$ cat config.mk
export PLATFORM = sky130hd
export DESIGN_NAME = health_session_controller_flat
export DESIGN_NICKNAME = d
export VERILOG_FILES = /design/src/rtl/hcs_ctrl_pkg.sv /design/src/rtl/health_session_controller_if.sv /design/src/rtl/hcs_timeout_counter.sv /design/src/rtl/health_session_controller.sv /design/src/flat_wrapper.sv
export SDC_FILE = /design/constraint.sdc
export NUM_CORES = 1
export LEC_CHECK = 0
export CORE_ASPECT_RATIO = 0.75
export CORE_MARGIN = 2
export CORE_UTILIZATION = 29
export CTS_CLUSTER_DIAMETER = 150
export CTS_CLUSTER_SIZE = 28
export DETAILED_ROUTE_END_ITERATION = 10
export PLACE_DENSITY_LB_ADDON = 0.1
export REMOVE_ABC_BUFFERS = 1
export SETUP_SLACK_MARGIN = 0.3
export SLEW_MARGIN = 10
export SYNTH_ARGS = -nofsm -noshare
export SYNTH_HDL_FRONTEND = slang
export SYNTH_SLANG_ARGS = --single-unit
$ cat constraint.sdc
create_clock -name clock -period 1.9 [get_ports clock]
set_clock_uncertainty 0.1 [all_clocks]
set_input_delay 0.19 -clock clock [delete_from_list [all_inputs] [get_ports clock]]
set_output_delay 0.19 -clock clock [all_outputs]
set_load 0.005 [all_outputs]
$ cat src/rtl/hcs_ctrl_pkg.sv
// Shared state encodings and default timing constants for the health session controller.
package hcs_ctrl_pkg;

   localparam int unsigned STATE_W              = 3;
   localparam int unsigned CONFIRM_TIMEOUT_DEF = 16;
   localparam int unsigned CHECK_CYCLES_DEF    = 2;
   localparam int unsigned ENC_TIMEOUT_DEF     = 32;

   typedef enum logic [STATE_W-1:0] {
      StIdle        = 3'd0,
      StWaitConfirm = 3'd1,
      StSample      = 3'd2,
      StCheck       = 3'd3,
      StEncrypt     = 3'd4,
      StDone        = 3'd5,
      StError       = 3'd6
   } state_e;

   function automatic int unsigned max2(input int unsigned a, input int unsigned b);
      return (a > b) ? a : b;
   endfunction

endpackage

$ cat src/rtl/health_session_controller_if.sv
// Operator/datapath signal bundle of the session controller; the controller is the slave side.
interface health_session_controller_if;
   import hcs_ctrl_pkg::*;

   logic               request;
   logic               confirm;
   logic               inputdata;
   logic               abnormalFlag;
   logic               encDone;
   logic               sampleEn;
   logic               checkEn;
   logic               encStart;
   logic               outValid;
   logic               warnLatch;
   logic               timeoutErr;
   logic               busy;
   logic [STATE_W-1:0] state;

   modport master (
      output request, confirm, inputdata, abnormalFlag, encDone,
      input  sampleEn, checkEn, encStart, outValid, warnLatch, timeoutErr, busy, state
   );

   modport slave (
      input  request, confirm, inputdata, abnormalFlag, encDone,
      output sampleEn, checkEn, encStart, outValid, warnLatch, timeoutErr, busy, state
   );

endinterface

$ cat src/rtl/hcs_timeout_counter.sv
// Saturating cycle counter with clear/enable; o_expired is high while the count equals the limit.
module hcs_timeout_counter #(
   parameter int unsigned CNT_W = 6
) (
   input  logic             clock,
   input  logic             resetn,
   input  logic             i_clear,
   input  logic             i_enable,
   input  logic [CNT_W-1:0] i_limit,
   output logic             o_expired
);

   logic [CNT_W-1:0] r_count;

   always_ff @(posedge clock) begin
      if (!resetn) begin
         r_count <= '0;
      end else if (i_clear) begin
         r_count <= '0;
      end else if (i_enable && !o_expired) begin
         r_count <= r_count + CNT_W'(1);
      end
   end

   assign o_expired = (r_count == i_limit);

endmodule

$ cat src/rtl/health_session_controller.sv
// Session sequencer: request/confirm handshake, sample strobe, check window, encryption hand-off,
// timeouts and sticky status flags. All outputs are registered.
module health_session_controller
   import hcs_ctrl_pkg::*;
#(
   parameter int unsigned CONFIRM_TIMEOUT = CONFIRM_TIMEOUT_DEF,
   parameter int unsigned CHECK_CYCLES    = CHECK_CYCLES_DEF,
   parameter int unsigned ENC_TIMEOUT     = ENC_TIMEOUT_DEF
) (
   input logic                        clock,
   input logic                        resetn,
   health_session_controller_if.slave bus
);

   localparam int unsigned CNT_W =
      $clog2(max2(max2(CONFIRM_TIMEOUT, ENC_TIMEOUT), CHECK_CYCLES)) + 1;
   localparam logic [CNT_W-1:0] LIM_CONFIRM = CNT_W'(CONFIRM_TIMEOUT - 1);
   localparam logic [CNT_W-1:0] LIM_CHECK   = CNT_W'(CHECK_CYCLES - 1);
   localparam logic [CNT_W-1:0] LIM_ENC     = CNT_W'(ENC_TIMEOUT - 1);

   state_e           r_state;
   logic             r_req_d;
   logic             r_sample_en;
   logic             r_check_en;
   logic             r_enc_start;
   logic             r_out_valid;
   logic             r_warn;
   logic             r_timeout;
   logic             r_busy;

   logic             w_req_edge;
   logic             w_expired;
   logic             w_stay;
   logic [CNT_W-1:0] w_limit;

   assign w_req_edge = bus.request & ~r_req_d;

   always_comb begin
      w_limit = '0;
      case (r_state)
         StWaitConfirm: w_limit = LIM_CONFIRM;
         StCheck:       w_limit = LIM_CHECK;
         StEncrypt:     w_limit = LIM_ENC;
         default:       w_limit = '0;
      endcase
   end

   // Counter keeps running only while the state will not change; any transition clears it.
   always_comb begin
      w_stay = 1'b0;
      case (r_state)
         StWaitConfirm: w_stay = ~bus.confirm & ~w_expired;
         StCheck:       w_stay = ~w_expired;
         StEncrypt:     w_stay = ~bus.encDone & ~w_expired;
         default:       w_stay = 1'b0;
      endcase
   end

   hcs_timeout_counter #(
      .CNT_W (CNT_W)
   ) u_timeout_counter (
      .clock     (clock),
      .resetn    (resetn),
      .i_clear   (~w_stay),
      .i_enable  (w_stay),
      .i_limit   (w_limit),
      .o_expired (w_expired)
   );

   always_ff @(posedge clock) begin
      if (!resetn) begin
         r_state     <= StIdle;
         r_req_d     <= 1'b0;
         r_sample_en <= 1'b0;
         r_check_en  <= 1'b0;
         r_enc_start <= 1'b0;
         r_out_valid <= 1'b0;
         r_warn      <= 1'b0;
         r_timeout   <= 1'b0;
         r_busy      <= 1'b0;
      end else begin
         r_req_d     <= bus.request;
         r_sample_en <= 1'b0;
         r_check_en  <= 1'b0;
         r_enc_start <= 1'b0;
         case (r_state)
            StIdle: begin
               if (w_req_edge) begin
                  r_state     <= StWaitConfirm;
                  r_busy      <= 1'b1;
                  r_out_valid <= 1'b0;
                  r_warn      <= 1'b0;
                  r_timeout   <= 1'b0;
               end
            end
            StWaitConfirm: begin
               if (bus.confirm) begin
                  r_state     <= StSample;
                  r_sample_en <= 1'b1;
               end else if (w_expired) begin
                  r_state <= StError;
               end
            end
            StSample: begin
               r_state    <= StCheck;
               r_check_en <= 1'b1;
            end
            StCheck: begin
               r_warn <= r_warn | bus.abnormalFlag;
               if (w_expired) begin
                  if (bus.inputdata) begin
                     r_state     <= StEncrypt;
                     r_enc_start <= 1'b1;
                  end else begin
                     r_state <= StDone;
                  end
               end else begin
                  r_check_en <= 1'b1;
               end
            end
            StEncrypt: begin
               if (bus.encDone) begin
                  r_state     <= StDone;
                  r_out_valid <= 1'b1;
               end else if (w_expired) begin
                  r_state <= StError;
               end
            end
            StDone: begin
               r_state <= StIdle;
               r_busy  <= 1'b0;
            end
            StError: begin
               r_timeout <= 1'b1;
               r_state   <= StIdle;
               r_busy    <= 1'b0;
            end
            default: begin
               r_state <= StIdle;
               r_busy  <= 1'b0;
            end
         endcase
      end
   end

   assign bus.sampleEn   = r_sample_en;
   assign bus.checkEn    = r_check_en;
   assign bus.encStart   = r_enc_start;
   assign bus.outValid   = r_out_valid;
   assign bus.warnLatch  = r_warn;
   assign bus.timeoutErr = r_timeout;
   assign bus.busy       = r_busy;
   assign bus.state      = r_state;

endmodule

$ cat src/flat_wrapper.sv
// flat-port wrapper written by rule: the top's interface ports become plain ports
module health_session_controller_flat import hcs_ctrl_pkg::*;
#(
   parameter int unsigned CONFIRM_TIMEOUT = CONFIRM_TIMEOUT_DEF,
   parameter int unsigned CHECK_CYCLES    = CHECK_CYCLES_DEF,
   parameter int unsigned ENC_TIMEOUT     = ENC_TIMEOUT_DEF
)
  (clock, resetn, bus_request, bus_confirm, bus_inputdata, bus_abnormalFlag, bus_encDone, bus_sampleEn, bus_checkEn, bus_encStart, bus_outValid, bus_warnLatch, bus_timeoutErr, bus_busy, bus_state);
  health_session_controller_if bus_i ();
  input logic clock;
  input logic resetn;
  input wire logic [$bits(bus_i.request)-1:0] bus_request;
  input wire logic [$bits(bus_i.confirm)-1:0] bus_confirm;
  input wire logic [$bits(bus_i.inputdata)-1:0] bus_inputdata;
  input wire logic [$bits(bus_i.abnormalFlag)-1:0] bus_abnormalFlag;
  input wire logic [$bits(bus_i.encDone)-1:0] bus_encDone;
  output wire logic [$bits(bus_i.sampleEn)-1:0] bus_sampleEn;
  output wire logic [$bits(bus_i.checkEn)-1:0] bus_checkEn;
  output wire logic [$bits(bus_i.encStart)-1:0] bus_encStart;
  output wire logic [$bits(bus_i.outValid)-1:0] bus_outValid;
  output wire logic [$bits(bus_i.warnLatch)-1:0] bus_warnLatch;
  output wire logic [$bits(bus_i.timeoutErr)-1:0] bus_timeoutErr;
  output wire logic [$bits(bus_i.busy)-1:0] bus_busy;
  output wire logic [$bits(bus_i.state)-1:0] bus_state;
  assign bus_i.request = bus_request;
  assign bus_i.confirm = bus_confirm;
  assign bus_i.inputdata = bus_inputdata;
  assign bus_i.abnormalFlag = bus_abnormalFlag;
  assign bus_i.encDone = bus_encDone;
  assign bus_sampleEn = bus_i.sampleEn;
  assign bus_checkEn = bus_i.checkEn;
  assign bus_encStart = bus_i.encStart;
  assign bus_outValid = bus_i.outValid;
  assign bus_warnLatch = bus_i.warnLatch;
  assign bus_timeoutErr = bus_i.timeoutErr;
  assign bus_busy = bus_i.busy;
  assign bus_state = bus_i.state;
  health_session_controller #(.CONFIRM_TIMEOUT(CONFIRM_TIMEOUT), .CHECK_CYCLES(CHECK_CYCLES), .ENC_TIMEOUT(ENC_TIMEOUT)) u_core (.clock(clock), .resetn(resetn), .bus(bus_i));
endmodule
## After elaboration in Yosys (flattened, before gate mapping)

Cells that the tools add are included.

| storage, ports and cells | value |
|---|---|
| input bits | 7 |
| word-level logic and storage cells | 64 |
| register bits after elaboration | 17 |

| operators by class | value |
|---|---|
| eq/ne operators | 9 |
| add/subtract/negate cells | 1 |
| bitwise operators | 9 |
| reductions and logical operators | 15 |
| mux-type cells | 20 |

Operator list:

| cell | number |
|---|---|
| 3-bit 2-to-1 mux | 5 |
| 3-bit one-hot mux with 5 select lines | 1 |
| 5-bit one-hot mux with 3 select lines | 1 |
| 2-bit AND reduction | 6 |
| 1-bit one-hot mux with 2 select lines | 5 |
| 1-bit 2-to-1 mux | 7 |
| 6-bit by 1-bit adder with 6-bit output, second input constant | 1 |
| 3-bit by 2-bit == test with 1-bit output, second input constant | 2 |
| 3-bit == test, second input constant | 2 |
| 6-bit == test | 1 |
| 3-bit AND reduction | 2 |
| 2-bit nonzero test | 3 |
| 1-bit NOT | 5 |
| 2-bit inequality test, second input constant | 2 |
| 4-bit OR reduction | 1 |
| 1-bit AND | 3 |
| 3-bit by 1-bit == test with 1-bit output, second input constant | 1 |
| 3-bit zero test | 1 |
| 1-bit one-hot mux with 3 select lines | 1 |
| 2-bit by 1-bit inequality test with 1-bit output, second input constant | 1 |
| 1-bit logical AND | 1 |
| 1-bit zero test | 1 |
| 1-bit bitwise OR | 1 |

## Longest topological paths before layout

| logic depth | value |
|---|---|
| depth in word-level cells | 7 |
| depth in mapped cells | 7 |

## Modules after synthesis

From an unflattened synthesis, not the netlist that was laid out.

| unflattened totals | value |
|---|---|
| cell total of the unflattened synthesis | 119 |
| area total of the unflattened synthesis | 992.2 um^2 |

By module, submodules not included:

| module | area each (um^2) | cells each | seq. area each (um^2) | times used |
|---|---|---|---|---|
| health_session_controller | 519.2 | 60 | 220.2 | 1 |
| hcs_timeout_counter | 473.0 | 59 | 120.1 | 1 |

## Least setup slack after synthesis

Ideal clock, no wire load.

| path | value |
|---|---|
| kind | register to register |
| start | reg u_core.r_state[2] (netlist: u_core.bus.state[2]) |
| end | reg u_core.u_timeout_counter.r_count[3] |
| path buffers | 2 |
| arrival | 1.595 ns |
| setup time | 0.115 ns |
| required time | 1.685 ns |
| setup slack | 0.090 ns |
| stages on the path, launching flop included | 8 |
| clock period less this slack | 1.810 ns |
| path through | dfxtp_1 > buf_6 > xnor2_2 > or3_4 > a221oi_4 > or3_1 > buf_6 > nor2_2 |

| on the way | value |
|---|---|
| cells in the longest elaborated chain, start to end | 7 |
| elaborated cells on any way between the ends | 12 |
| classes of those cells | eq/ne (4); mux (2); bitwise (3); reduce/logical (3) |

RTL lines:

| item | RTL line | text |
|---|---|---|
| from (decl) | health_session_controller.sv:21 | `state_e r_state;` |
| from (signal assigned) | health_session_controller.sv:72 | `r_state <= StIdle;` |
| from (signal assigned) | health_session_controller.sv:89 | `r_state <= StWaitConfirm;` |
| from (signal assigned) | health_session_controller.sv:98 | `r_state <= StSample;` |
| 3-bit == test, or another cell as far along | health_session_controller.sv:40, health_session_controller.sv:51 |  |
| 5-bit one-hot mux with 3 select lines | health_session_controller.sv:40 | `case (r_state)` |
| 6-bit == test | hcs_timeout_counter.sv:25 | `assign o_expired = (r_count == i_limit);` |
| 1-bit NOT | health_session_controller.sv:52, health_session_controller.sv:53, health_session_controller.sv:54 |  |
| 1-bit AND, on equally long branches | health_session_controller.sv:54, health_session_controller.sv:52 |  |
| 1-bit one-hot mux with 3 select lines | health_session_controller.sv:51 | `case (r_state)` |
| 2-bit AND reduction (no source line) / 1-bit logical AND (equally long branches) | - |  |
| to (signal assigned) | hcs_timeout_counter.sv:21 | `r_count <= r_count + CNT_W'(1);` |
| to (decl) | hcs_timeout_counter.sv:13 | `logic [CNT_W-1:0] r_count;` |

Several ways; a longest one is shown, not always the timed one.
A chain may end at the register's enable or synchronous reset.

## Worst setup path after layout

| path | value |
|---|---|
| start | reg u_core.r_state[2] (netlist: u_core.bus.state[2]) |
| end | reg u_core.u_timeout_counter.r_count[2] |

The elaborated chain is that of the path after synthesis.

==> summary.txt <==
Run status
  – Status: finished, final reports clean

Placement
  – DP Area: 1160 um2
  – RePlAce Congestion: 0.842
  – Inst Count DP: 160
  – Pre-CTS WS: 122 ps
  – Detailed Place HPWL: around 1500 um
  – I/O Buffers: 16

Critical path
  – Crit start category: register
  – Setup crit start: u_core.bus.state[2]$_SDFFE_PN0P_
  – Crit path max fanout: 8
  – Kind of critical path: register to register
  – Worst R2R Start: u_core.bus.state[2]$_SDFFE_PN0P_
  – Max stage delay cell, worst path: or3_4
  – Crit. End Element: register
  – Slowest stage delay, CP: 390 ps
  – Crit path DAT: about 1900 ps
  – CP required: ~2000 ps
  – CP Cell Sequence: buf_4 > nor2b_2 > a22oi_4 > a221oi_4 > or3_4 > buf_6 > nor2_2

Pwr
  – Design Power: 1.69 mW
  – Power Density: 1260 nW/um2
  – Peak VDD IR: 0.503 mV
  – LEAKAGE: 0.533 nW

GRT
  – Pin count of the biggest net entering global routing: 11
  – Initial antenna violation count: 0
  – First-pass GRT wire length: 3580 um
  – Vias in the first global route: 794
  – Grt total ovfl: 0
  – Total track usage: 0.137

Routing
  – DR WL/cell: roughly 13 um
  – Drt initial violations: 60
  – Routed wire length: 2210 um
  – Post-DR vias/cell: about 4.7
  – Vias post-DR: 803
  – DR DRC count: 0
  – Initial DRT Pass Iterations: 4
  – Routed Antenna Nets: 0

CTS
  – CTS tree: built
  – Cts-stage hold buffer count: 0
  – CTS Buffer Depth: 2
  – H-tree depth: 1
  – Clock Tree Root: clkbuf_8
  – Latest clock arrival within the worst-skew pair: 250 ps
  – Clock-pin slew on the worst setup and hold paths: ~70 ps
  – CTS buffer count: 3
  – CTS sink cnt: 17

Cells and area
  – # fillers: 290
  – Final non-filler cell area: roughly 1300 um2
  – Ant diodes: 0
  – Total Nets Final: approximately 140
  – Layout cells sized above 1: 0.364
  – Most frequent cells in the layout: 16 x clkdlybuf4s50_1, 12 x buf_4, 12 x dfxtp_1
  – Commonest non-fill, non-tap cell in the layout: clkdlybuf4s50_1
  – Multi-input logic area: approximately 570 um2
  – Final Instance Count excl. Fillers: 170
  – FF/Latch Area: 354 um2
  – Area Overhead vs Synth: 47.1%

Die
  – Die Span Y: ~53 um
  – IO Pins: 17
  – Chip width: 68.8 um
  – Rows: 17
  – Die Area: between 3000 and 4000 um2
  – Core area: 2980 um2
  – Starting density of the core: 0.307

Timing
  – Final Max Tran Viols: 0
  – PnR worst setup slack: 141 ps
  – Normalized max-slew margin: 0.803
  – Slew @ Worst Pin: ~290 ps
  – Setup repair after global routing missed its margin: yes
  – Min cycle time layout: 1760 ps
  – Final critical-path share of the clock period: 0.926
  – Max Freq: 568 MHz
  – Final Hold Viols: 0
  – Final Setup Violations: 0

Synthesis
  – Synthesis-stage register bit count: 17
  – Mapped Area: 913 um2
  – Syn_area_per_cell: about 9 um2
  – Syn. warnings: 0
  – Yosys cell types: 38
  – Register area share after synthesis: 0.373
  – Synth Instances: 101

Worst hold path
  – Worst hold path type: register to register
  – Hold Crit Start: u_core.bus.state[2]$_SDFFE_PN0P_

Flow run
  – Max cap viols: 0
-- final timing paths --
check | slack [ps] | endpoint | cells past startpoint
hold reg to reg | 380 | u_core.bus.checkEn$_SDFF_PN0_ | 1
setup reg to reg | 140 | u_core.u_timeout_counter.r_count[2]$_SDFFE_PN0P_ | 7
setup / recovery | 140 | u_core.u_timeout_counter.r_count[2]$_SDFFE_PN0P_ | 7
hold / removal | 380 | u_core.bus.checkEn$_SDFF_PN0_ | 1
-- repair_timing --
item | CTS | global route
pin swaps | 6 | 5
endpoints found under the setup margin | 12 | 12
gates resized for setup | 16 | 8
setup buffers | 1 | 5
-- logic make-up (layout without fill, tap and decap cells) --
logic type | count (synthesis) | after routing | share of synthesized area
AND/OR/NAND/NOR | 45 | 45 | 0.279
AO/OA/AOI/OAI | 23 | 23 | 0.206
flip-flops | 17 | 17 | 0.373
buffers and inverters | 9 | 40 | 0.0630
XOR/XNOR | 6 | 6 | 0.0658
adder cells (fa/ha/maj) | 1 | 1 | 0.0137
-- report_power, final --
part           leakage, nW  switching (mW)  total, mW  internal, mW
registers            0.141          0.0684      0.481         0.413
logic                0.366           0.420      0.942         0.523
clock network       0.0255           0.126      0.271         0.145
total                0.533           0.614       1.69          1.08
-- cell type report --
type | instances | area share
multi-input combinational | 75 | 0.427
sequential | 17 | 0.264
timing repair buffer | 33 | 0.231
tap | 38 | 0.0354
clock buffer | 3 | 0.0307
inverter | 3 | 0.00838
clock inverter | 1 | 0.00372
-- cell usage after synthesis, drive strengths merged --
master  number  area (um2)
nor2        15        78.8
a31o         1        8.76
o21a         1        7.51
or2          1        8.76
o221ai       1        15.0
a21o         1        7.51
o21ai        4        20.0
nand3        6        30.0
nor3         2        10.0
nand2b       3        18.8
a21oi        8        40.0
o41ai        2        17.5
buf          4        38.8
nand4        1        6.26
and2         1        6.26
nand3b       1        7.51
dfxtp       17         340
a22oi        2        28.8
and3b        1        8.76
or3          2        17.5
nor2b        4        25.0
and4         1        8.76
a211oi       1        7.51
a221oi       2        35.0
clkbuf       2        7.51
inv          3        11.3
xnor2        4        42.6
xor2         2        17.5
nand2        6        22.5
ha           1        12.5
and3         1        6.26
-- worst max-delay path: cells and delay by family, from the launching register on --
kind | cells | cell delay (ps)
AOI/OAI and AO/OA | 2 | 270
DFF | 1 | 380
and+or+nand+nor | 3 | 640
buffers and inverters | 2 | 300
-- registers in the layout, indices dropped and copies added (netlist names) --
name and flops:
u_core.bus.sampleEn 1, u_core.r_req_d 1, u_core.bus.state 3, u_core.bus.busy 1, u_core.bus.outValid 1, u_core.bus.timeoutErr 1
u_core.bus.encStart 1, u_core.bus.warnLatch 1, u_core.bus.checkEn 1, u_core.u_timeout_counter.r_count 6
-- through the flow --
| step | hold slack, ps | TNS [ps] | utilization |
|---|---|---|---|
| floorplan | 204 | -890 | - |
| global placement | 358 | 0 | 0.389 |
| detailed placement | 367 | 0 | 0.389 |
| CTS | 384 | 0 | 0.426 |
| global route | 391 | 0 | 0.451 |
| finish | 378 | 0 | 0.451 |
-- per-layer routing --
metal,up-vias,part of all wire,global-route usage,wire (um)
met1,368,0.53,0.183,1170
met5,-,0,0,0
met2,15,0.44,0.215,966
met3,2,0.027,0.0387,60
met4,0,0.0072,0.0392,16
li1,418,-,-,-
Note: power is estimated with default switching activity, not from simulation.
==> variant, RTL diff (same flow settings) <==
Change the package constant `ENC_TIMEOUT_DEF` from 32 to 128.
--- a/src/rtl/hcs_ctrl_pkg.sv
+++ b/src/rtl/hcs_ctrl_pkg.sv
@@ -6,3 +6,3 @@
    localparam int unsigned CHECK_CYCLES_DEF    = 2;
-   localparam int unsigned ENC_TIMEOUT_DEF     = 32;
+   localparam int unsigned ENC_TIMEOUT_DEF     = 128;
 
Function: same outputs for any inputs over 10 cycles, from zero or initial values and one cycle with resetn low; that may be too few to reach the edited logic, so the function may still have changed.
==> variant against the unedited design <==
Routed wire length down 2.8%; sequential cell count up 2; total power down 3.4%; first-iteration DRC count down 57%; critical endpoint is now u_core.bus.state[1]$_SDFFE_PN0P_; clock power up 2%; core utilization down 1.5 points; design area down 2.7%; via count up 1.4%; worst setup slack better by 0.083 ns; largest power group unchanged; critical path depth down 2; area after synthesis up 1.5%.
==> variant: results (changes against the unedited design) <==
Route
The initial DRC count is 26 (was 60). The first-pass iteration count of the detailed router is 4 (unchanged). The final routed wirelength across all metal layers is 2.15 mm (was 2.21 mm). The number of vias per cell after detailed routing is 4.87 (was 4.72).

Worst hold path
The worst hold-check path type is flop to flop (unchanged).

Place
The placer congestion estimate came to 0.762 (was 0.842). The count of input and output buffers came to 16 (unchanged). The total half-perimeter wirelength after legalization and detailed placement is 1.56 mm (was 1.52 mm). The worst setup slack before clock tree synthesis is 0.163 ns (was 0.122 ns). The cell total after placement is 161 (was 160).

Worst setup path
The peak fanout along the critical path is 5 (was 8). The standard cell with the maximum stage delay on the critical path was or3_1 (was or3_4). The cell family with the largest share of critical-path delay is simple AND/OR/NAND/NOR gates (unchanged). The worst stage delay on the critical path is between 0.3 and 0.4 ns. The worst path arrival time was 1.77 ns (was 1.85 ns).

Global route
The wire length of the first global-routing pass is 3.54 mm (was 3.58 mm). The pin count of the biggest net entering global routing is 14 (was 11). The number of global-route vias before repair came to 757 (was 794). The global-route total usage across every layer is 12.5% (was 13.7%). The initial antenna violation count is 0 (unchanged).

Finish
The filler cell count in the final layout was 292 (was 290). The number of flip-flops in the largest register is 8 (was 6). The number of nets in the layout is 138 (was 141).

The share of post-route cells with drive strength above 1 is 23.3% (was 36.4%). The antenna cell count is 0 (unchanged). The top register by number of flip-flops is u_core.u_timeout_counter.r_count (unchanged). The number of cells in the finished layout apart from fillers came to 167 (was 170).

CTS
The clock edge transition at the registers on the reported setup and hold paths is 0.07 ns (about the same). The library cell used as clock root buffer is clkbuf_8 (unchanged). The latest clock arrival within the worst-skew pair is 0.25 ns (about the same). The maximum level of the CTS H-tree is 1 (unchanged). The number of buffers added by the clock tree synthesis step is 3 (unchanged). The maximum clock path buffer count came to 2 (unchanged).

Power
The maximum vdd ir drop is 422 µV (was 503 µV). The standby leakage power is 0.501 nW (was 0.533 nW).

Logic synthesis
The cell count after synthesis is 103 (was 101). Largest cells by area after synthesis: dfxtp_1 41%, nor3_1 5.9%, and3_1 4.0% (was dfxtp_1 37%, a21oi_1 4.4%, nor2_2 4.1%). The warning count from the yosys run is 0 (unchanged). The proportion of register bits with asynchronous set or reset after synthesis is 0% (unchanged). The portion of the post-synthesis area used by sequential elements is 41.0% (was 37.3%). Synth cell count leaders: 19 x dfxtp_1, 11 x nor3_1, 6 x and3_1 (was 17 x dfxtp_1, 8 x a21oi_1, 8 x nor2_1).

The number of different library cells in the post-synthesis netlist is 38 (unchanged).

STA
The worst max-slew margin expressed relative to the limit came to 81.3% (was 80.3%).

Status
Run status: completed (unchanged).
variant: cell types whose count changed in the layout (fill, tap and decap cells not counted), moves of 4 or more:
| cell | delta |
|---|---|
| a21oi_1 | -7 |
| nor2_2 | -7 |
| and3_1 | +5 |
| nor3_1 | +5 |
| buf_4 | -4 |
| dfxtp_1 | +4 |
| nor2_1 | -4 |
| nor3_2 | +4 |
variant: stage by stage:
| stage | utilization, % | area, µm² |
|---|---|---|
| floorplan | - | 893 |
| global placement | 39.0 | 1170 |
| detailed placement | 39.0 | 1170 |
| CTS | 42.7 | 1280 |
| global route | 43.6 | 1310 |
| finish | 43.6 | 1310 |
variant: power breakdown:
part	switching, mW	internal [mW]
combinational	0.440	0.413
clock	0.130	0.146
sequential	0.0502	0.458
variant: logic make-up after synthesis:
| logic type | after synthesis | share of synthesized area [%] |
|---|---|---|
| buffers and inverters | 10 | 5.67 |
| AOI/OAI and AO/OA | 18 | 14.8 |
| and+or+nand+nor | 46 | 28.5 |
| xor gates and xnor gates | 8 | 7.56 |
| adders and majority gates | 1 | 1.35 |
| DFF | 19 | 41.0 |
| muxes | 1 | 1.08 |
variant: path summary, 6_finish.rpt:
check	slack, ns	from	cells after the start	endpoint
worst max-delay path	0.22	u_core.bus.state[2]$_SDFFE_PN0P_	5	u_core.bus.state[1]$_SDFFE_PN0P_
worst min-delay path	0.35	u_core.bus.busy$_SDFFE_PN0P_	2	u_core.bus.busy$_SDFFE_PN0P_
worst max register to register	0.22	u_core.bus.state[2]$_SDFFE_PN0P_	5	u_core.bus.state[1]$_SDFFE_PN0P_
worst min register to register	0.35	u_core.bus.busy$_SDFFE_PN0P_	2	u_core.bus.busy$_SDFFE_PN0P_
variant: layer usage:
| layer | vias to the layer above | wire (µm) | share of wire, % | GRT usage [%] |
|---|---|---|---|---|
| met5 | - | 0 | 0 | 0 |
| met4 | 0 | 11 | 0.51 | 1.96 |
| met2 | 13 | 882 | 41 | 18.1 |
| met1 | 371 | 1170 | 54 | 17.9 |
| li1 | 428 | - | - | - |
| met3 | 2 | 89 | 4.1 | 4.57 |
variant: worst reg2reg max path: cells and delay by family (launching register included):
family	cells	cell delay (ns)
simple gates	2	0.54
compound gates	2	0.44
flops	1	0.34
buf+inv	1	0.19
variant: cell type report:
type                       count  area (µm²)  share of cell area, %
multi-input combinational     74         548                   41.9
sequential                    19         389                   29.8
timing repair buffer          27         258                   19.7
tap                           38        47.5                   3.64
clock buffer                   3        41.3                   3.16
inverter                       5        18.8                   1.44
clock inverter                 1        5.00                  0.383
variant: what timing repair did:
action,in CTS,in global routing
setup endpoints to repair,16,16
gates cloned,0,0
gates resized for setup,11,7
setup buffers,2,0
pin swaps,7,0
